$ cat config.mk
export PLATFORM = sky130hd
export DESIGN_NAME = ucode_loader
export DESIGN_NICKNAME = d
export VERILOG_FILES = /design/src/rtl/npu_ucode_pkg.sv /design/src/rtl/ucode_word_packer.sv /design/src/rtl/ucode_loader.sv
export SDC_FILE = /design/constraint.sdc
export NUM_CORES = 1
export LEC_CHECK = 0
export CORE_ASPECT_RATIO = 0.9
export CORE_MARGIN = 5
export CORE_UTILIZATION = 48
export CTS_CLUSTER_SIZE = 25
export DETAILED_ROUTE_END_ITERATION = 12
export PLACE_DENSITY = 0.78
export SYNTH_ARGS = -nofsm -noshare
export SYNTH_HDL_FRONTEND = slang
export SYNTH_SLANG_ARGS = --single-unit
$ cat constraint.sdc
create_clock -name clk -period 2.73 [get_ports clk]
set_input_delay 0.6825 -clock clk [delete_from_list [all_inputs] [get_ports clk]]
set_output_delay 0.6825 -clock clk [all_outputs]
set_load 0.01 [all_outputs]
$ cat src/rtl/npu_ucode_pkg.sv
// npu_ucode_pkg: shared microcode definitions for the NPU instruction path.
// Used by the host-side loader (ucode_loader) and by the controller decode.
// Holds the 128-bit instruction layout, the opcode values, the opcode
// legality helper and the loader FSM state type.
package npu_ucode_pkg;

   // One microcode instruction, little-endian over four 32-bit host beats:
   // opcode/flags land in beat 0, imm lands in the top half of beat 3.
   typedef struct packed {
      logic [15:0] imm;
      logic [15:0] k;
      logic [15:0] n;
      logic [15:0] m;
      logic [15:0] src1;
      logic [15:0] src0;
      logic [15:0] dst;
      logic [7:0]  flags;
      logic [7:0]  opcode;
   } instruction_t;

   localparam logic [7:0] OP_NOP       = 8'h00;
   localparam logic [7:0] OP_DMA_LOAD  = 8'h01;
   localparam logic [7:0] OP_DMA_STORE = 8'h02;
   localparam logic [7:0] OP_GEMM      = 8'h03;
   localparam logic [7:0] OP_VEC       = 8'h04;
   localparam logic [7:0] OP_SOFTMAX   = 8'h05;
   localparam logic [7:0] OP_LAYERNORM = 8'h06;
   localparam logic [7:0] OP_GELU      = 8'h07;
   localparam logic [7:0] OP_BARRIER   = 8'hFE;
   localparam logic [7:0] OP_END       = 8'hFF;

   // Loader sequencing states.
   typedef enum logic [2:0] {
      ST_IDLE   = 3'd0,
      ST_RECV   = 3'd1,
      ST_WRITE  = 3'd2,
      ST_FINISH = 3'd3,
      ST_ERR    = 3'd4
   } load_state_e;

   // True when the opcode belongs to the architected set.
   function automatic logic op_legal(input logic [7:0] op);
      logic ok;
      case (op)
         OP_NOP, OP_DMA_LOAD, OP_DMA_STORE, OP_GEMM, OP_VEC,
         OP_SOFTMAX, OP_LAYERNORM, OP_GELU, OP_BARRIER, OP_END: ok = 1'b1;
         default:                                              ok = 1'b0;
      endcase
      return ok;
   endfunction

endpackage

$ cat src/rtl/ucode_word_packer.sv
// ucode_word_packer: assembles four 32-bit beats into one 128-bit word.
// clear_i restarts at beat 0; load_i accepts data_i into the current slot.
// word_o is the word including the beat being loaded this cycle, so the
// full instruction is available in the same cycle full_o reports beat 3.
module ucode_word_packer (
   input  logic         clk,
   input  logic         rst_n,
   input  logic         clear_i,
   input  logic         load_i,
   input  logic [31:0]  data_i,
   output logic         full_o,
   output logic [127:0] word_o
);

   logic [1:0]   beat_q;
   logic [1:0]   beat_d;
   logic [127:0] word_q;
   logic [127:0] word_d;

   // Merge the incoming beat into its little-endian slot and advance the beat.
   always_comb begin
      word_d = word_q;
      beat_d = beat_q;
      if (load_i) begin
         case (beat_q)
            2'd0:    word_d[31:0]   = data_i;
            2'd1:    word_d[63:32]  = data_i;
            2'd2:    word_d[95:64]  = data_i;
            2'd3:    word_d[127:96] = data_i;
            default: word_d         = word_q;
         endcase
         beat_d = beat_q + 2'd1;
      end else begin
         beat_d = beat_q;
      end
   end

   // Beat counter and assembly register; clear wins over load.
   always_ff @(posedge clk or negedge rst_n) begin
      if (!rst_n) begin
         beat_q <= 2'd0;
         word_q <= 128'd0;
      end else if (clear_i) begin
         beat_q <= 2'd0;
         word_q <= 128'd0;
      end else begin
         beat_q <= beat_d;
         word_q <= word_d;
      end
   end

   assign full_o = load_i && (beat_q == 2'd3);
   assign word_o = word_d;

endmodule

$ cat src/rtl/ucode_loader.sv
// ucode_loader: host-side microcode SRAM writer. Packs 32-bit host words
// into 128-bit instructions and writes them to base, base+1, ... (address
// wraps modulo 2^ADDR_WIDTH). Reports length/base on success and can pulse
// the controller start. All outputs are registered.
// Build option: UCODE_LOADER_OPCHECK_EN enables opcode legality checking and
// requires the final instruction to be OP_END.
module ucode_loader
   import npu_ucode_pkg::*;
#(
   parameter int ADDR_WIDTH = 16,
   parameter int MAX_INSTRS = 256
) (
   input  logic                  clk,
   input  logic                  rst_n,
   input  logic                  load_start,
   input  logic [ADDR_WIDTH-1:0] load_base_addr,
   input  logic                  auto_start,
   input  logic                  host_wr_valid,
   output logic                  host_wr_ready,
   input  logic [31:0]           host_wr_data,
   input  logic                  host_wr_last,
   output logic                  sram_wr_en,
   output logic [ADDR_WIDTH-1:0] sram_wr_addr,
   output logic [127:0]          sram_wr_data,
   input  logic                  ctrl_busy,
   output logic                  ctrl_start,
   output logic [ADDR_WIDTH-1:0] ucode_base_addr,
   output logic [15:0]           ucode_length,
   output logic                  loading,
   output logic                  load_done,
   output logic                  load_error
);

   localparam logic [15:0] MAX_COUNT = 16'(MAX_INSTRS);

   load_state_e           state_q, state_d;
   logic [ADDR_WIDTH-1:0] base_q, base_d;
   logic [15:0]           count_q, count_d;
   logic                  last_q, last_d;
   logic                  end_ok_q, end_ok_d;
   logic                  wr_en_q, wr_en_d;
   logic [ADDR_WIDTH-1:0] wr_addr_q, wr_addr_d;
   instruction_t          wr_data_q, wr_data_d;
   logic                  ready_q;
   logic                  loading_q;
   logic                  done_q;
   logic                  start_q;
   logic                  error_q;
   logic [15:0]           length_q;
   logic [ADDR_WIDTH-1:0] ubase_q;

   logic                  accept_s;
   logic                  pk_clear_s;
   logic                  pk_load_s;
   logic                  pk_full_s;
   logic [127:0]          pk_word_s;
   instruction_t          pk_instr_s;
   logic                  op_ok_s;
   logic                  end_ok_s;

   ucode_word_packer u_packer (
      .clk     (clk),
      .rst_n   (rst_n),
      .clear_i (pk_clear_s),
      .load_i  (pk_load_s),
      .data_i  (host_wr_data),
      .full_o  (pk_full_s),
      .word_o  (pk_word_s)
   );

   assign pk_instr_s = pk_word_s;
   assign accept_s   = host_wr_valid && ready_q;

`ifdef UCODE_LOADER_OPCHECK_EN
   assign op_ok_s  = op_legal(pk_instr_s.opcode);
   assign end_ok_s = (pk_instr_s.opcode == OP_END);
`else
   assign op_ok_s  = 1'b1;
   assign end_ok_s = 1'b1;
`endif

   // Next-state, counters and the pending SRAM write.
   always_comb begin
      state_d    = state_q;
      base_d     = base_q;
      count_d    = count_q;
      last_d     = last_q;
      end_ok_d   = end_ok_q;
      wr_en_d    = 1'b0;
      wr_addr_d  = wr_addr_q;
      wr_data_d  = wr_data_q;
      pk_clear_s = 1'b0;
      pk_load_s  = 1'b0;
      case (state_q)
         ST_IDLE, ST_ERR: begin
            if (load_start) begin
               if (ctrl_busy) begin
                  state_d = ST_ERR;
               end else begin
                  state_d    = ST_RECV;
                  base_d     = load_base_addr;
                  count_d    = 16'd0;
                  pk_clear_s = 1'b1;
               end
            end else begin
               state_d = state_q;
            end
         end
         ST_RECV: begin
            if (accept_s) begin
               pk_load_s = 1'b1;
               if (pk_full_s) begin
                  state_d   = ST_WRITE;
                  last_d    = host_wr_last;
                  end_ok_d  = end_ok_s;
                  // Full program or illegal opcode: WRITE cycle without a strobe, then ERR.
                  wr_en_d   = (count_q != MAX_COUNT) && op_ok_s;
                  wr_addr_d = base_q + ADDR_WIDTH'(count_q);
                  wr_data_d = pk_instr_s;
               end else if (host_wr_last) begin
                  state_d = ST_ERR;
               end else begin
                  state_d = ST_RECV;
               end
            end else begin
               state_d = ST_RECV;
            end
         end
         ST_WRITE: begin
            if (wr_en_q) begin
               count_d = count_q + 16'd1;
               if (last_q) begin
                  state_d = end_ok_q ? ST_FINISH : ST_ERR;
               end else begin
                  state_d = ST_RECV;
               end
            end else begin
               state_d = ST_ERR;
            end
         end
         ST_FINISH: begin
            state_d = ST_IDLE;
         end
         default: begin
            state_d = ST_IDLE;
         end
      endcase
   end

   // State, counters and registered outputs derived from the next state.
   always_ff @(posedge clk or negedge rst_n) begin
      if (!rst_n) begin
         state_q   <= ST_IDLE;
         base_q    <= '0;
         count_q   <= 16'd0;
         last_q    <= 1'b0;
         end_ok_q  <= 1'b0;
         wr_en_q   <= 1'b0;
         wr_addr_q <= '0;
         wr_data_q <= '0;
         ready_q   <= 1'b0;
         loading_q <= 1'b0;
         done_q    <= 1'b0;
         start_q   <= 1'b0;
         error_q   <= 1'b0;
         length_q  <= 16'd0;
         ubase_q   <= '0;
      end else begin
         state_q   <= state_d;
         base_q    <= base_d;
         count_q   <= count_d;
         last_q    <= last_d;
         end_ok_q  <= end_ok_d;
         wr_en_q   <= wr_en_d;
         wr_addr_q <= wr_addr_d;
         wr_data_q <= wr_data_d;
         ready_q   <= (state_d == ST_RECV);
         loading_q <= (state_d == ST_RECV) || (state_d == ST_WRITE) ||
                      (state_d == ST_FINISH);
         done_q    <= (state_d == ST_FINISH);
         start_q   <= (state_d == ST_FINISH) && auto_start && !ctrl_busy;
         error_q   <= (state_d == ST_ERR);
         // Publish the result together with the load_done pulse.
         if (state_d == ST_FINISH) begin
            length_q <= count_d;
            ubase_q  <= base_q;
         end
      end
   end

   assign host_wr_ready   = ready_q;
   assign sram_wr_en      = wr_en_q;
   assign sram_wr_addr    = wr_addr_q;
   assign sram_wr_data    = wr_data_q;
   assign ctrl_start      = start_q;
   assign ucode_base_addr = ubase_q;
   assign ucode_length    = length_q;
   assign loading         = loading_q;
   assign load_done       = done_q;
   assign load_error      = error_q;

endmodule

; ---- Word-level counts from Yosys, hierarchy flattened
; Cells that the tools add are included.
; W data, S select, Z words.
[classes]
addsub = 3
eq_ne = 11
muxes = 29
n_bitwise = 1
n_reduce_logical = 13
[ops]
columns = operator, count
row1 = $mux W128, 2
row2 = $mux W32, 4
row3 = $mux W16, 3
row4 = $pmux W16 S2, 1
row5 = $mux W3, 8
row6 = $add A16 B1 Y16 const B, 1
row7 = $add A16 B16 Y16, 1
row8 = $ne A16 B9 Y1 const B, 1
row9 = $eq A3 B2 Y1 const B, 3
row10 = $pmux W3 S3, 1
row11 = $mux W1, 8
row12 = $eq A3 B1 Y1 const B, 2
row13 = $eq A3 B3 Y1 const B, 2
row14 = $reduce_and A3 Y1, 2
row15 = $eq A2 B2 Y1 const B, 2
row16 = $logic_and A1 B1 Y1, 4
row17 = $mux W2, 2
row18 = $logic_not A3 Y1, 1
row19 = $add A2 B1 Y2 const B, 1
row20 = $eq A2 B1 Y1 const B, 1
row21 = $logic_not A2 Y1, 1
row22 = $logic_or A1 B1 Y1, 2
row23 = $reduce_bool A2 Y1, 1
row24 = $reduce_or A2 Y1, 1
row25 = other kinds (2), 2
[totals]
reg_bits = 349
in_bits = 55
out_inout_bits = 182
wordCells = 82

; ---- Longest topological paths before layout
[logic_depth]
depth_word = 10
ltp_mapped = 9
depth_no_buf = 9

; ---- By module
; From an unflattened synthesis, not the netlist that was laid out.
[hier_totals]
hier_cells = 1609
hier_area_um2 = 16686.0
[by_module_without_submodules]
columns = module, instances, cells_per_inst, area_per_inst_um2, seq_area_each_um2
row1 = ucode_loader, 1, 1005, 9282.7, 5480.3
row2 = ucode_word_packer, 1, 604, 7403.4, 3253.1

; ---- Worst setup path after synthesis
; Ideal clock, no wire load.
[synth_timing]
kind = flip-flop to flip-flop
start = reg count_q[0]
end = reg wr_addr_q[12], in the netlist sram_wr_addr[12]
setup_time_ps = 83
t_arrival_ps = 2109
required_time_ps = 2647
slack_ps = 539
path_stages_with_launch = 10
n_path_buf = 0
period_less_slack_ps = 2191
cell_sequence = dfrtp_1 ha_1 inv_1 fa_1 nor2b_1 o211ai_1 a211oi_1 o221ai_1 xor2_1 o21ai_0
[synth_between]
elab_chain_len = 1
[synth_lines]
columns = element, line_no
row1 = from (decl), ucode_loader.sv:38  ; logic [15:0] count_q, count_d;
row2 = from (signal assigned), ucode_loader.sv:171  ; count_q <= count_d;
row3 = $add A16 B16 Y16, ucode_loader.sv:118  ; wr_addr_d = base_q + ADDR_WIDTH'(count_q);
row4 = to (signal assigned), ucode_loader.sv:175  ; wr_addr_q <= wr_addr_d;
row5 = to (decl), ucode_loader.sv:42  ; logic [ADDR_WIDTH-1:0] wr_addr_q, wr_addr_d;
; No other way between the ends.
; A chain may end at the register's enable or synchronous reset.

; ---- Worst setup path after layout
[layout_timing]
start = reg base_q[0]
end = reg wr_addr_q[12], in the netlist sram_wr_addr[12]
[layout_between]
elab_chain_len = 1
[layout_lines]
columns = element, line_no
row1 = from (decl), ucode_loader.sv:37  ; logic [ADDR_WIDTH-1:0] base_q, base_d;
row2 = from (signal assigned), ucode_loader.sv:170  ; base_q <= base_d;
row3 = $add A16 B16 Y16, ucode_loader.sv:118
; No other way between the ends.

==> flow_summary.yaml <==
run_status:
  outcome: "finished, final reports clean"
worst_setup_path:
  path_cells: "ha_1, inv_1, fa_1, nor2b_1, o211ai_1, a211oi_2, o221ai_1, xor2_1, o21ai_0"
  arrival_ns: 2.84
  cp.required_ns: 3.09
  cp-end-kind: "flop"
  criticalPathCategory: "flop to flop"
  cpPeakStageDelay_ns: 0.42
  crit_fanout: 3
  critPathSlowestCell: "dfrtp_1"
  critPathLaunchType: "flop"
drt:
  drt_iter0_drc: 635
  via_per_inst: 5.242
  drtAntennaViolNets: 0
  drc: 0
  dr.pass1.iters: 5
  vias: 9619
  routed_wl_microns: 32340
  post_drt_wl_per_cell_microns: 17.62
layout:
  nFillCells: 2043
  syn2layout_area_growth_pct: 31.88
  fin_nets: 1540
  layout-drive-gt1-share_pct: 7.532
  seq_area_sq_um: 7933
  diodes: 0
  multi_input_comb_area_sq_um: 4583
min_path:
  hold_class: "input pin to async pin"
floorplan:
  row_count: 56
  die_area_sq_um: 30130
  core_area_sq_um: 26210
  die_h_microns: 165.2
  boundaryPins: 237
  start_util_pct: 49.01
  die_w_microns: 182.4
yosys:
  ys_types: 50
  synthFlopType: "dfrtp_1"
  synth.area.mux_share_pct: 9.040
  synth-seq-area-share_pct: 61.76
  synth_edf_count: 0
  ys_async_sr_fraction_pct: 100.0
  synth-simple-area-share_pct: 16.17
  synth-seq-cells: 317
  synthXorXnorAreaFrac_pct: 0.8865
  synth_compound_area_share_pct: 7.209
  yosysWarnings: 0
  synth_fa_ha_area_share_pct: 2.202
  synth_fp_nets: 1305
  avgSynthCellArea_sq_um: 10.46
  synth_top_family_by_area: "simple AND/OR/NAND/NOR gates"
  synthesis.area_sq_um: 12840
  synthCells: 1228
cts:
  htreeDepth: 2
  path_clk_slew_ns: 0.06
  cts-buffers-inserted: 34
  tritoncts: "built"
  clk_latency_ns: 0.51
  clock_path_buffers: 3
  cts_setup_buffers: 0
  root_buffer: "clkbuf_16"
  cts.sinks: 317
sta:
  setup-violations-final: 0
  drv_slew: 0
  fin_skew_ns: 0.02314
  rsz0062_at_grt: "false"
  slew_headroom_pct: 68.14
  finalHoldViolCount: 0
  min_period_ns: 2.475
  worst_pin_slew_ns: 0.4778
  max_clock_freq_mhz: 404.1
  setup_tns_ns: 0
  fin_crit_sh_pct: 90.64
place:
  io_buffers: 236
  hpwl_microns: 22220
  routabilityCongestion: 0.8426
global_route:
  grt_max_degree: 67
  antenna_found_initial: 0
  grt_pass1_vias: 9802
  grt_usage_pct: 21.61
  overflow: 0
  grt_pass1_wl_microns: 52420
power_and_ir_drop:
  p_total_w: 0.01181
  p_leak_nw: 7.910
  p_per_area_nw_per_um2: 697.5
  ir_drop_mv: 0.4568
run:
  cap_violations: 0
[area by class of cell]
cell class	instances	area share, %
clock buffers	51	6.176
repair buffers	269	16.55
well taps	348	2.571
flip-flops and latches	317	46.83
multi-input cells	827	27.06
clock inverters	9	0.5023
inverters	14	0.3103
[sequential cells by signal, indices dropped and copies added (netlist names), 2 cells and up]
| register | flops |
|---|---|
| base_q | 16 |
| count_q | 16 |
| sram_wr_addr | 16 |
| sram_wr_data | 128 |
| state_q | 3 |
| u_packer.beat_q | 2 |
| u_packer.word_q | 96 |
| ucode_base_addr | 16 |
| ucode_length | 16 |
[worst paths after layout]
check,startpoint,slack (ns),end,cells after the start
worst max-delay path,base_q[0]$_DFFE_PN0P_,0.26,sram_wr_addr[12]$_DFFE_PN0P_,9
worst min-delay path,rst_n,0.12,u_packer.word_q[16]$_DFF_PN0_,1
worst max register to register,base_q[0]$_DFFE_PN0P_,0.26,sram_wr_addr[12]$_DFFE_PN0P_,9
worst min register to register,ucode_length[4]$_DFFE_PN0P_,0.47,ucode_length[4]$_DFFE_PN0P_,2
max in group asynchronous,rst_n,1.89,count_q[3]$_DFF_PN0_,2
min in group clk,ucode_length[4]$_DFFE_PN0P_,0.47,ucode_length[4]$_DFFE_PN0P_,2
[stage by stage]
stage | std cells | setup slack (ns) | hold slack, ns | cell area, sq um | util, %
2_1_floorplan | 1228 | 0.5385 | 0.3869 | 12840 | -
3_3_place_gp | 1775 | 0.1400 | 0.4570 | 15800 | 60.30
3_5_place_dp | 1775 | 0.09753 | 0.4613 | 15800 | 60.30
4_1_cts | 1835 | 0.1408 | 0.1192 | 16930 | 64.62
5_1_grt | 1835 | 0.1067 | 0.1443 | 16940 | 64.63
6_report | 1835 | 0.2555 | 0.1179 | 16940 | 64.63
[critical path: cells and delay by family (launching register included)]
family	cells	cell delay [ns]
simple gates	1	0.18
flops	1	0.42
compound gates	4	0.83
buf+inv	1	0.06
xor+xnor	1	0.23
fa+ha+maj	2	0.62
[routing by layer]
metal | track usage (%) | share of wire (%) | routed length [microns]
met5 | 0 | 0 | 0
met3 | 5.935 | 8.1 | 2604
met4 | 5.491 | 2.1 | 691
met2 | 35.03 | 47 | 15070
met1 | 29.25 | 43 | 13970
[cells by family (layout without fill, tap and decap cells)]
logic type | Yosys count | in the layout
AOI/OAI and AO/OA | 169 | 169
adders and majority gates | 22 | 22
and+or+nand+nor | 508 | 508
buffers and inverters | 84 | 343
DFF | 317 | 317
muxes | 115 | 115
xor gates and xnor gates | 13 | 13
[Yosys cell counts (2+ instances only)]
master | number | area (sq um)
o21a_1 | 4 | 30.03
clkbuf_1 | 46 | 172.7
a31oi_1 | 4 | 25.02
mux2_2 | 8 | 90.09
and2_1 | 4 | 25.02
o31ai_1 | 6 | 45.04
o21ai_0 | 125 | 625.6
xor2_1 | 7 | 61.31
dfrtp_1 | 317 | 7933
a211oi_1 | 2 | 15.01
buf_2 | 17 | 85.08
nand4_1 | 5 | 31.28
a21oi_1 | 12 | 60.06
nor2b_1 | 4 | 25.02
nand4b_1 | 2 | 17.52
buf_1 | 5 | 18.77
nor4b_1 | 3 | 26.28
and3_2 | 2 | 15.01
xnor2_1 | 6 | 52.55
ha_1 | 21 | 262.8
inv_1 | 14 | 52.55
nor2_1 | 103 | 386.6
nand3_1 | 8 | 40.04
a21o_1 | 3 | 22.52
o211ai_1 | 7 | 52.55
nor3b_1 | 3 | 22.52
nand2b_1 | 2 | 12.51
nand2_1 | 357 | 1340
a21boi_0 | 2 | 15.01
nor3_1 | 3 | 15.01
mux2i_1 | 107 | 1071
[cells in the final DEF, fill, tap and decap left out, types with 4 or more instances in the layout]
master / n
nor2b_1: 4
mux2i_1: 107
a31oi_1: 4
a21oi_1: 12
o21ai_0: 125
clkdlybuf4s50_1: 235
o21a_1: 4
nor2_1: 103
o31ai_1: 6
nand2_1: 356
clkbuf_1: 5
mux2_2: 8
xor2_1: 7
ha_1: 21
inv_1: 14
xnor2_1: 6
buf_12: 15
nand4_1: 5
clkbuf_8: 11
clkbuf_16: 35
o211ai_1: 7
buf_4: 18
nand3_1: 8
dfrtp_1: 317
[power by group]
part	internal, W	switching [W]	leakage [nW]
sequential	0.00521	0.000293	4.33
clock	0.00275	0.00182	0.551
combinational	0.000747	0.000993	3.03
total	0.00870	0.00311	7.91
[what timing repair did]
action                                 4_1_cts  5_1_grt
setup endpoints to repair                    0        1
hold buffers                                 0        0
endpoints found under the hold margin        0        0
gates resized for setup                      0        1
(Power assumes the default switching activity.)
